--- config.mk ---
export PLATFORM = sky130hd
export DESIGN_NAME = except_ctrl
export DESIGN_NICKNAME = d
export VERILOG_FILES = /design/src/rtl/except_ctrl.sv
export SDC_FILE = /design/constraint.sdc
export NUM_CORES = 1
export LEC_CHECK = 0
export ABC_AREA = 1
export BUFFER_PORTS_ARGS = -buffer_cell sky130_fd_sc_hd__buf_2
export CAP_MARGIN = 30
export CORE_MARGIN = 3
export CORE_UTILIZATION = 37
export DETAILED_ROUTE_END_ITERATION = 12
export PLACE_DENSITY = 0.7
export REMOVE_ABC_BUFFERS = 1
export SLEW_MARGIN = 20
export SYNTH_ARGS = -nofsm -noshare
export SYNTH_HDL_FRONTEND = slang
export SYNTH_SLANG_ARGS = --single-unit
--- constraint.sdc ---
create_clock -name clk -period 2.1 [get_ports clk]
set_input_delay 0.105 -clock clk [delete_from_list [all_inputs] [get_ports clk]]
set_output_delay 0.105 -clock clk [all_outputs]
set_load 0.05 [all_outputs]
--- src/rtl/except_ctrl.sv ---
// -----------------------------------------------------------------------------
// except_ctrl
//
// Exception / ERET sequencer. It accepts one classified event per pass and
// walks IDLE -> FLUSH -> BLANK -> IDLE. In FLUSH it emits a one-cycle pipeline
// flush with a redirect target. For ordinary exceptions it also emits a
// one-cycle CP0 commit strobe carrying EPC, Cause.BD and ExcCode. For ERET it
// emits an EXL clear instead. New events are ignored for BLANK_CYC cycles
// after the flush.
//
// Optional feature macro: EXCEPT_CTRL_BADVADDR_EN
//   defined   : address errors (0x04/0x05) latch bad_addr_i and commit BadVAddr
//   undefined : BadVAddr outputs are tied to 0 and no latch is built
//
// Parameters
//   HANDLER_ADDR  exception entry vector (all non-ERET events)
//   BLANK_CYC     post-flush blanking length in cycles (1..15)
//
// Ports
//   clk, rst            clock, asynchronous active-high reset
//   excepttype_i        encoded event (0 = none)
//   pc_i                PC of the faulting instruction
//   in_delayslot_i      faulting instruction sits in a branch delay slot
//   bad_addr_i          faulting data/fetch address
//   cp0_epc_i           current CP0 EPC (ERET target)
//   stall_i             pipeline stall, blocks acceptance in IDLE
//   flush_o, newpc_o    flush pulse and redirect target
//   cp0_we_o            commit strobe for cp0_epc_o / cp0_bd_o / cp0_exccode_o
//   cp0_exl_clr_o       EXL clear strobe (ERET)
//   cp0_badvaddr_we_o   BadVAddr commit strobe, cp0_badvaddr_o value
//   busy_o              sequencer is not in IDLE
//
// State table
//   state   | meaning
//   S_IDLE  | waiting for an acceptable event
//   S_FLUSH | single cycle: flush + redirect + CP0 strobes
//   S_BLANK | counting down the blanking window, events ignored
// -----------------------------------------------------------------------------
module except_ctrl #(
  parameter logic [31:0] HANDLER_ADDR = 32'hBFC00380,
  parameter int unsigned BLANK_CYC    = 2
) (
  input  logic        clk,
  input  logic        rst,
  input  logic [31:0] excepttype_i,
  input  logic [31:0] pc_i,
  input  logic        in_delayslot_i,
  input  logic [31:0] bad_addr_i,
  input  logic [31:0] cp0_epc_i,
  input  logic        stall_i,
  output logic        flush_o,
  output logic [31:0] newpc_o,
  output logic        cp0_we_o,
  output logic [31:0] cp0_epc_o,
  output logic        cp0_bd_o,
  output logic [4:0]  cp0_exccode_o,
  output logic        cp0_exl_clr_o,
  output logic        cp0_badvaddr_we_o,
  output logic [31:0] cp0_badvaddr_o,
  output logic        busy_o
);

  typedef enum logic [1:0] {
    S_IDLE  = 2'd0,
    S_FLUSH = 2'd1,
    S_BLANK = 2'd2
  } state_t;

  localparam logic [3:0]  BLANK_LOAD = 4'(BLANK_CYC - 1);
  localparam logic [31:0] ET_INT     = 32'h0000_0001;
  localparam logic [31:0] ET_ERET    = 32'h0000_000e;

  state_t      state, state_nxt;
  logic [3:0]  cnt;
  logic        code_ok;
  logic        accept;

  logic        eret_q;
  logic [31:0] newpc_q;
  logic [31:0] epc_q;
  logic        bd_q;
  logic [4:0]  exccode_q;

  // Only the codes the classifier can legitimately produce are accepted;
  // anything else is treated as "no event".
  always_comb begin
    code_ok = 1'b0;
    case (excepttype_i)
      32'h01, 32'h04, 32'h05, 32'h08,
      32'h09, 32'h0a, 32'h0c, 32'h0e: code_ok = 1'b1;
      default:                         code_ok = 1'b0;
    endcase
  end

  assign accept = (state == S_IDLE) && !stall_i && code_ok;

  // State register
  always_ff @(posedge clk or posedge rst) begin
    if (rst) state <= S_IDLE;
    else     state <= state_nxt;
  end

  // Next-state logic
  always_comb begin
    state_nxt = state;
    case (state)
      S_IDLE:  if (accept) state_nxt = S_FLUSH;
      S_FLUSH: state_nxt = S_BLANK;
      S_BLANK: if (cnt == 4'd0) state_nxt = S_IDLE;
      default: state_nxt = S_IDLE;
    endcase
  end

  // Blanking down-counter: loaded on the FLUSH->BLANK transition, the BLANK
  // cycle that sees zero is the last one, so BLANK lasts BLANK_CYC cycles.
  always_ff @(posedge clk or posedge rst) begin
    if (rst) begin
      cnt <= 4'd0;
    end else if (state == S_FLUSH) begin
      cnt <= BLANK_LOAD;
    end else if (state == S_BLANK && cnt != 4'd0) begin
      cnt <= cnt - 4'd1;
    end
  end

  // Event capture. Everything the FLUSH cycle needs is taken at acceptance so
  // later changes on the inputs cannot disturb the commit.
  always_ff @(posedge clk or posedge rst) begin
    if (rst) begin
      eret_q    <= 1'b0;
      newpc_q   <= 32'h0;
      epc_q     <= 32'h0;
      bd_q      <= 1'b0;
      exccode_q <= 5'd0;
    end else if (accept) begin
      eret_q    <= (excepttype_i == ET_ERET);
      newpc_q   <= (excepttype_i == ET_ERET) ? cp0_epc_i : HANDLER_ADDR;
      // Delay-slot faults restart at the branch; subtraction wraps at 0.
      epc_q     <= in_delayslot_i ? (pc_i - 32'd4) : pc_i;
      bd_q      <= in_delayslot_i;
      // Interrupts are encoded as 0x01 by the classifier but use ExcCode 0.
      exccode_q <= (excepttype_i == ET_INT) ? 5'd0 : excepttype_i[4:0];
    end
  end

`ifdef EXCEPT_CTRL_BADVADDR_EN
  logic        badv_q;
  logic [31:0] badvaddr_q;

  always_ff @(posedge clk or posedge rst) begin
    if (rst) begin
      badv_q     <= 1'b0;
      badvaddr_q <= 32'h0;
    end else if (accept) begin
      badv_q <= (excepttype_i == 32'h04) || (excepttype_i == 32'h05);
      if ((excepttype_i == 32'h04) || (excepttype_i == 32'h05))
        badvaddr_q <= bad_addr_i;
    end
  end
`else
  logic unused_bad_addr;
  assign unused_bad_addr = ^bad_addr_i;
`endif

  // Output logic: strobes only ever come from the FLUSH state, data outputs
  // simply expose the captured values.
  always_comb begin
    flush_o           = (state == S_FLUSH);
    cp0_we_o          = (state == S_FLUSH) && !eret_q;
    cp0_exl_clr_o     = (state == S_FLUSH) &&  eret_q;
    busy_o            = (state != S_IDLE);
    newpc_o           = newpc_q;
    cp0_epc_o         = epc_q;
    cp0_bd_o          = bd_q;
    cp0_exccode_o     = exccode_q;
`ifdef EXCEPT_CTRL_BADVADDR_EN
    cp0_badvaddr_we_o = (state == S_FLUSH) && badv_q;
    cp0_badvaddr_o    = badvaddr_q;
`else
    cp0_badvaddr_we_o = 1'b0;
    cp0_badvaddr_o    = 32'h0;
`endif
  end

endmodule

; ---- Yosys cells after proc, flatten, opt, wreduce, memory -nomap -nowiden
; Memories as Yosys holds them, arrays and structs flattened.
; Index checks and enable logic that the tools add are counted.
[totals]
ff_bits = 77
rom_bits = 16
out_inout_bits = 107
elab_cells = 39
memories = 1
[classes]
addsub = 2
n_eq_ne = 6
mux = 9
n_reduce_logical = 14
[memory_table]
columns = memory, words, width, read_ports, rd_clocked_by_memory_dff, wr, line
row1 = (name not given), 16, 1, 1, 0, 0, 88  ; case (excepttype_i)
[op_table]
columns = op, count
row1 = 2-to-1 mux 32 bit, 2
row2 = "equality test 32 x 1 -> 1 bit, second input constant", 1
row3 = "equality test 32 x 4 -> 1 bit, second input constant", 1
row4 = "subtractor 32 x 3 -> 32 bit, second input constant", 1
row5 = logical NOT 28 bit, 1
row6 = 2-to-1 mux 4 bit, 2
row7 = case mux 2 bit (3 select lines), 1
row8 = logical AND 1 bit, 5
row9 = 2-to-1 mux 5 bit, 1
row10 = logical NOT 4 bit, 1
row11 = 2-to-1 mux 2 bit, 2
row12 = "!= test 2 bit, second input constant", 2
row13 = nonzero test 2 bit, 2
row14 = nonzero test 4 bit, 1
row15 = "subtractor 4 x 1 -> 4 bit, second input constant", 1
row16 = "equality test 2 x 1 -> 1 bit, second input constant", 1
row17 = "equality test 2 bit, second input constant", 1
row18 = logical NOT 1 bit, 2
row19 = logical NOT 2 bit, 1
row20 = AND reduction 2 bit, 1
row21 = 2-to-1 mux 1 bit, 1

; ---- Longest topological paths before layout
; Gate-level depths: netlist of run 1.
[depth]
ltp_word = 5
depth_mapped = 12
ltp_nobuf = 11

; ---- Worst setup path before layout of run 1
; Ideal clock, no wire load.
[synth_timing]
kind = reg-to-output
startpoint = reg state[1]
endpoint = out cp0_exl_clr_o
arrival_ns = 1.971
slack_ns = 0.024
stages_incl_launch_ff = 4
n_path_buf = 0
cell_sequence = dfrtp_1 nor2_1 inv_1 nor2_1
[synth_between]
elab_chain_cells = 2
[synth_lines]
columns = element, line
row1 = "start, declared", 73  ; state_t state, state_nxt;
row2 = "start signal, assigned", 100  ; else state <= state_nxt;
row3 = equality test 2 x 1 -> 1 bit, n/a
row4 = named net flush_o, 51  ; output logic flush_o,
row5 = logical AND 1 bit, 170  ; cp0_exl_clr_o = (state == S_FLUSH) && eret_q;
row6 = "end, declared", 57  ; output logic cp0_exl_clr_o,
; The timed path passes the listed nets, and every way through them passes these cells.

; ---- Worst setup path in the final report of run 1
[layout_timing]
startpoint = in excepttype_i[3]
endpoint = reg epc_q[2] (netlist: cp0_epc_o[2])
[layout_between]
elab_chain_cells = 3
[layout_lines]
columns = element, line
row1 = "start, declared", 45  ; input logic [31:0] excepttype_i,
row2 = memory (16 x 1 bit), n/a
row3 = 2-to-1 mux 1 bit, 88
row4 = logical AND 1 bit, 95  ; assign accept = (state == S_IDLE) && !stall_i && code_ok;
row5 = "end signal, assigned", 139  ; epc_q <= in_delayslot_i ? (pc_i - 32'd4) : pc_i;
row6 = "end, declared", 80  ; logic [31:0] epc_q;
; Every way passes these cells.
; A chain may end at the register's enable or synchronous reset.

==> flow_summary.ini, run 1 <==
[synth]
synth.most_common_cell = nand2_1
synth_seq_cells = 77
synth_commonest_cells = nand2_1, inv_1, dfrtp_1
ys_seq_area_share_pct = 41.12
async_reset_ff_share_pct = 100.0
synthesis.area_um2 = 4686
synth_area_per_cell_um2 = 6.841
synthTopCellsByArea = dfrtp_1, nand2_1, inv_1
ys_types = 30
syn_inst = 685
yosys.area.top_type_share_pct = 41.12
yosysTopAreaCell = dfrtp_1
synth_flop_cell = dfrtp_1
ys_warn_count = 0
synth_edf_count = 0

[global_routing]
grt_max_degree = 61
antenna_found_initial = 0
overflow = 0
grt_use_total_pct = 17.80
grt_pass1_wl_um = 20380
first_global_vias = 4330

[sta]
tightest_slew_ns = 0.5491
finClkSkew_ns = 0.004550
setup_viol = 0
period_share_pct = 83.61
setup-tns-final_ns = 0
slew_headroom_pct = 63.35
fin_crit_ns = 1.756
rsz0062_at_grt = no
max_freq_ghz = 0.5695
finalHoldViolations = 0
maxSlewViolCount = 0
worst_hold_slack_ns = 0.01559

[cts]
clk_pin_slew_worst_paths_ns = 0.06
root_buffer = clkbuf_16
tritoncts = built
post_cts_buffers = 0
htreeDepth = 3
clock_sinks = 77
cts_buffers = 9
insertion_delay_ns = 0.34
cts.path.max_buffers = 2

[routing]
wl_per_cell_um = 12.05
avgViaCountPerCell = 4.418
routed_wirelength_um = 12640
drtIter0Drc = 254
via_count = 4634
first_pass_iters = 5
drc = 0
detail-route-antenna-nets = 0

[die]
dieArea_um2 = 14050
start_util_pct = 38.37
fp.dieH_um = 118.5
core_area_um2 = 12210
die_x_um = 118.5
rows = 40
ios = 239

[final_layout]
nNetsFinal = 1011
drive_gt1_share_pct = 24.74
antenna_cells = 0
stdcell_count = 1049
stdcell_area_um2 = 6093
utilization_pct = 49.90
areaGrowthSynthToFinish_pct = 30.04

[place]
globalplace.congestion = 0.8961
hpwl_um = 9391
placed_cell_area_um2 = 5603
port_buffers = 173
placed_cells = 1014

[worst_setup_path]
cpPeakStageDelay_ns = 0.55
crit_buf_inv = 6
slowest_stage = dlygate4sd3_1
worst-path-max-fanout = 60
critPathKind = in2reg
cp_top_family = buffers and inverters
worstSetupEndpointType = flop
crit_required_ns = 2.33
startpoint_type = input pin
path_cells = dlygate4sd3_1, buf_2, nand2_1, inv_1, o21ai_1, nand2_2, inv_2, nand2_2, buf_12, o21ai_1, inv_1
arrival_ns = 1.99

[job]
cap_violations = 0

[power]
p_per_area_nw_per_um2 = 570.6
p_leak_nw = 3.608
max-vdd-ir-drop_uv = 395.3

[status]
status = completed

[min_path]
holdCritPathClass = in2reg
area by class of cell:
type	count	area, um2
fillers	1251	6118
multi-input cells	458	2017
flip-flops and latches	77	1927
repair buffers	199	1146
inverters	131	493.0
clock buffers	10	229.0
well taps	168	210.2
clock inverters	6	71.32
timing repair:
item	CTS	global route
hold buffers	19	0
endpoints found under the hold margin	45	0
gates resized for setup	0	0
worst paths after layout:
kind | startpoint | end | slack (ns) | cells after the start
min in group asynchronous | rst | newpc_o[15]$_DFFE_PP0P_ | 0.35 | 3
max in group asynchronous | rst | newpc_o[29]$_DFFE_PP0P_ | 1.09 | 4
max | excepttype_i[3] | cp0_epc_o[2]$_DFFE_PP0P_ | 0.34 | 11
min | cp0_epc_i[18] | newpc_o[18]$_DFFE_PP0P_ | 0.02 | 3
min reg2reg | cnt[3]$_DFFE_PP0P_ | cnt[3]$_DFFE_PP0P_ | 0.47 | 1
max reg2reg | state[1]$_DFFE_PP0P_ | cp0_epc_o[4]$_DFFE_PP0P_ | 0.40 | 11
layer usage:
metal	GRT usage [%]	vias up	share of wire, %
met1	22.64	2080	43
met4	4.127	0	0.84
met3	5.407	11	8.2
li1	-	2374	-
met2	29.73	169	48
met5	0	-	0
worst reg2reg max path, delay by kind of cell, from the launching register on:
| kind | cells | cell delay [ns] |
|---|---|---|
| AOI/OAI and AO/OA | 1 | 0.11 |
| buffers and inverters | 4 | 0.38 |
| DFF | 1 | 0.39 |
| and+or+nand+nor | 6 | 0.72 |
power by group:
| part | switching (mW) | total, mW | internal (mW) | leakage (nW) |
|---|---|---|---|---|
| Combinational | 0.292 | 0.426 | 0.134 | 2.51 |
| Sequential | 0.0000000305 | 1.48 | 1.48 | 0.961 |
| Clock | 0.639 | 1.57 | 0.929 | 0.139 |
metrics by stage:
stage,power [mW],setup slack (ns)
after floorplan,1.756,0.02448
after global routing,3.629,0.1841
after CTS,3.529,0.3546
final,3.477,0.3441
after global placement,1.905,0.4164
after detailed placement,1.907,0.4167
sequential cells by signal, indices dropped and copies added, names as in the netlist:
name / cells
cnt: 4
cp0_bd_o: 1
cp0_epc_o: 32
cp0_exccode_o: 5
eret_q: 1
newpc_o: 32
state: 2
kinds of logic after synthesis:
kind of cell / synth area share [%]
other: 0.08003
adder cells (fa/ha/maj): 0.8012
flip-flops: 41.12
AO/OA/AOI/OAI: 4.433
AND/OR/NAND/NOR: 32.74
buffers and inverters: 18.40
XOR/XNOR: 2.430
layout by cell type (no fill, tap or decap), types with 2 or more instances in the layout:
cell type / Yosys / final
o21ai_0: 20 / 20
inv_2: 7 / 7
nand2_2: 2 / 2
buf_12: 0 / 3
buf_4: 39 / 4
clkinvlp_4: 0 / 2
nand3_1: 60 / 60
dfrtp_1: 77 / 77
inv_1: 124 / 123
xor2_1: 12 / 12
conb_1: 1 / 33
nor2_2: 10 / 10
nand2_1: 217 / 217
o22ai_1: 2 / 2
nor3_1: 2 / 2
dlygate4sd3_1: 0 / 19
ha_1: 3 / 3
o21ai_1: 15 / 15
nand4_1: 8 / 8
nor2_1: 65 / 65
buf_2: 7 / 173
clkinv_4: 0 / 2
clkbuf_16: 0 / 9
No activity file was read; power rests on OpenSTA's default activity.
==> run 2: changes to the inputs <==
--- a/config.mk
+++ b/config.mk
@@ -5,13 +5,13 @@
 export SDC_FILE = /design/constraint.sdc
 export NUM_CORES = 1
 export LEC_CHECK = 0
-export ABC_AREA = 1
+export ABC_AREA = 0
 export BUFFER_PORTS_ARGS = -buffer_cell sky130_fd_sc_hd__buf_2
 export CAP_MARGIN = 30
 export CORE_MARGIN = 3
 export CORE_UTILIZATION = 37
 export DETAILED_ROUTE_END_ITERATION = 12
-export PLACE_DENSITY = 0.7
+export PLACE_DENSITY = 0.72
 export REMOVE_ABC_BUFFERS = 1
 export SLEW_MARGIN = 20
 export SYNTH_ARGS = -nofsm -noshare
==> constraint.sdc (replaced) <==
create_clock -name clk -period 1.6 [get_ports clk]
set_input_delay 0.08 -clock clk [delete_from_list [all_inputs] [get_ports clk]]
set_output_delay 0.08 -clock clk [all_outputs]
set_load 0.05 [all_outputs]
==> run 2 against run 1 <==
Net effect:
- via count decreased by 13%
- utilization increased by 6.8 points
- the run now ends with negative setup slack left
- clock power increased by 33%
- hold slack got worse by 0.0014 ns
- wire length decreased by 2.4%
- setup slack got worse by 0.51 ns
- register-to-register slack got worse by 0.56 ns
- cell count decreased by 24%
- cell area increased by 1.7%
==> flow_summary.ini, run 2 <==
[final_layout]
final_cell_mix = buf_2, dfrtp_1, a31oi_1
antenna_cells = 0
nNetsFinal = 792
nFillCells = 964
areaGrowthSynthToFinish_pct = 47.97
drive_gt1_share_pct = 42.30
utilization_pct = 56.65
final_common_cell = buf_2

[worst_setup_path]
cp_top_family = simple AND/OR/NAND/NOR gates
startpoint_type = flop
slowest_stage = dfrtp_1
worst-path-max-fanout = 18
critPathKind = reg2reg
worstSetupEndpointType = flop
path_cells = nor4_2, and4_4, and3_4, buf_12, mux2_2
cpPeakStageDelay_ns = 0.39
arrival_ns = 1.98
crit_required_ns = 1.82
crit_buf_inv = 1

[routing]
detail-route-antenna-nets = 0
drc = 0
via_count = 4015
avgViaCountPerCell = 5.006
first_pass_iters = 4
routed_wirelength_um = 12330
drtIter0Drc = 224
wl_per_cell_um = 15.38

[sta]
setup_viol = 54
fin_crit_ns = 1.761
timing.final.ws_setup_ns = -0.1613
finClkSkew_ns = 0.003222
finalHoldViolations = 0
setup-tns-final_ns = -5.495
worst_hold_slack_ns = 0.01424
rsz0062_at_grt = yes
period_share_pct = 110.1
maxSlewViolCount = 0
max_freq_ghz = 0.5678

[global_routing]
grt_pass1_wl_um = 19170
first_global_vias = 4126
grt_max_degree = 44
grt_use_total_pct = 18.57
grt.busiest_layer = met2
gr-usage-met3_pct = 5.013
overflow = 0
grtUsageMet1_pct = 21.49
antenna_found_initial = 0
use_met2_pct = 32.94

[synth]
synth.most_common_cell = dfrtp_1
ys_types = 47
synth_seq_cells = 77
syn_inst = 412
synthTopCellsByArea = dfrtp_1, a31oi_1, buf_4
synth_flop_cell = dfrtp_1
synth_area_per_cell_um2 = 10.16
synth_edf_count = 0
ys_seq_area_share_pct = 46.03
yosysTopAreaCell = dfrtp_1
ys_warn_count = 0
yosys.area.top_type_share_pct = 46.03
synth_commonest_cells = dfrtp_1, a31oi_1, inv_1
synthesis.area_um2 = 4187
async_reset_ff_share_pct = 100.0

[power]
p_per_area_nw_per_um2 = 749.2
power_mw = 4.641
p_leak_nw = 3.174
max-vdd-ir-drop_uv = 552.1

[job]
cap_violations = 0

[status]
status = finished, violations left
violations = negative setup slack

[cts]
htreeDepth = 3
root_buffer = clkbuf_16
cts_buffers = 9
clock_sinks = 77
insertion_delay_ns = 0.33
clk_pin_slew_worst_paths_ns = 0.06
cts.path.max_buffers = 2
tritoncts = built

[die]
fp.dieH_um = 112.4
core_area_um2 = 10940
rows = 38
die_x_um = 112.4
dieArea_um2 = 12630
ios = 239
start_util_pct = 38.28

[place]
globalplace.congestion = 0.8107
dpl_worst_slack_ns = -0.2541
hpwl_um = 8523
port_buffers = 173

[min_path]
holdCritPathClass = in2reg
[run 2: tightest hold or removal path, stage by stage]
cell	delay [ns]
buf_2	0.09
nand2_1	0.05
mux2i_1	0.07
[run 2: kinds of logic after synthesis]
logic type                 synth area share [%]
and+or+nand+nor                           14.91
buffers and inverters                     11.98
AOI/OAI and AO/OA                         11.78
DFF                                       46.03
muxes                                     11.18
xor gates and xnor gates                  3.138
adders and majority gates                0.8967
other                                   0.08957
[run 2: metal layers]
layer / vias up / share of wire, % / wire, um
met5: - / 0 / 0
met4: 0 / 1.3 / 159
li1: 1897 / - / -
met2: 182 / 51 / 6229
met1: 1922 / 40 / 4876
met3: 14 / 8.7 / 1069
[run 2: power by group]
part / switching [mW] / leakage (nW) / internal (mW) / total [mW]
Clock: 0.861 / 0.141 / 1.23 / 2.09
Combinational: 0.382 / 2.06 / 0.222 / 0.604
Sequential: 0.000000111 / 0.972 / 1.95 / 1.95
Total: 1.24 / 3.17 / 3.40 / 4.64
[run 2: what timing repair did]
item                                    4_1_cts  5_1_grt
gates resized for setup                      12       12
pin swaps                                     0        1
buffers inserted                              1        3
endpoints found under the setup margin       73       73
cloned                                        0        3
hold endpoints to repair                     55        0
hold buffers                                 33        0
[run 2: metrics by stage]
step,area [um2],cells
after global routing,6195,802
final,6195,802
after detailed placement,5386,746
after floorplan,3951,387
after CTS,6071,796
after global placement,5386,746
[run 2: worst paths after layout]
path	end	depth (start not counted)	startpoint	slack, ns
setup / recovery	cp0_epc_o[2]$_DFFE_PP0P_	5	state[0]$_DFFE_PP0P_	-0.16
hold reg to reg	cp0_epc_o[13]$_DFFE_PP0P_	1	cp0_epc_o[13]$_DFFE_PP0P_	0.50
min in group asynchronous	newpc_o[20]$_DFFE_PP0P_	3	rst	0.31
hold / removal	newpc_o[17]$_DFFE_PP0P_	3	cp0_epc_i[17]	0.01
setup reg to reg	cp0_epc_o[2]$_DFFE_PP0P_	5	state[0]$_DFFE_PP0P_	-0.16
max in group asynchronous	cp0_exccode_o[0]$_DFFE_PP0P_	4	rst	0.71
[run 2: cell type report]
cell class                 count  area (um2)  share of cell area [%]
sequential                    77        1927                   31.10
multi-input combinational    271        1919                   30.98
timing repair buffer         259        1719                   27.75
clock buffer                   9       225.2                   3.636
tap                          140       175.2                   2.828
inverter                      39       147.6                   2.383
clock inverter                 7       81.33                   1.313
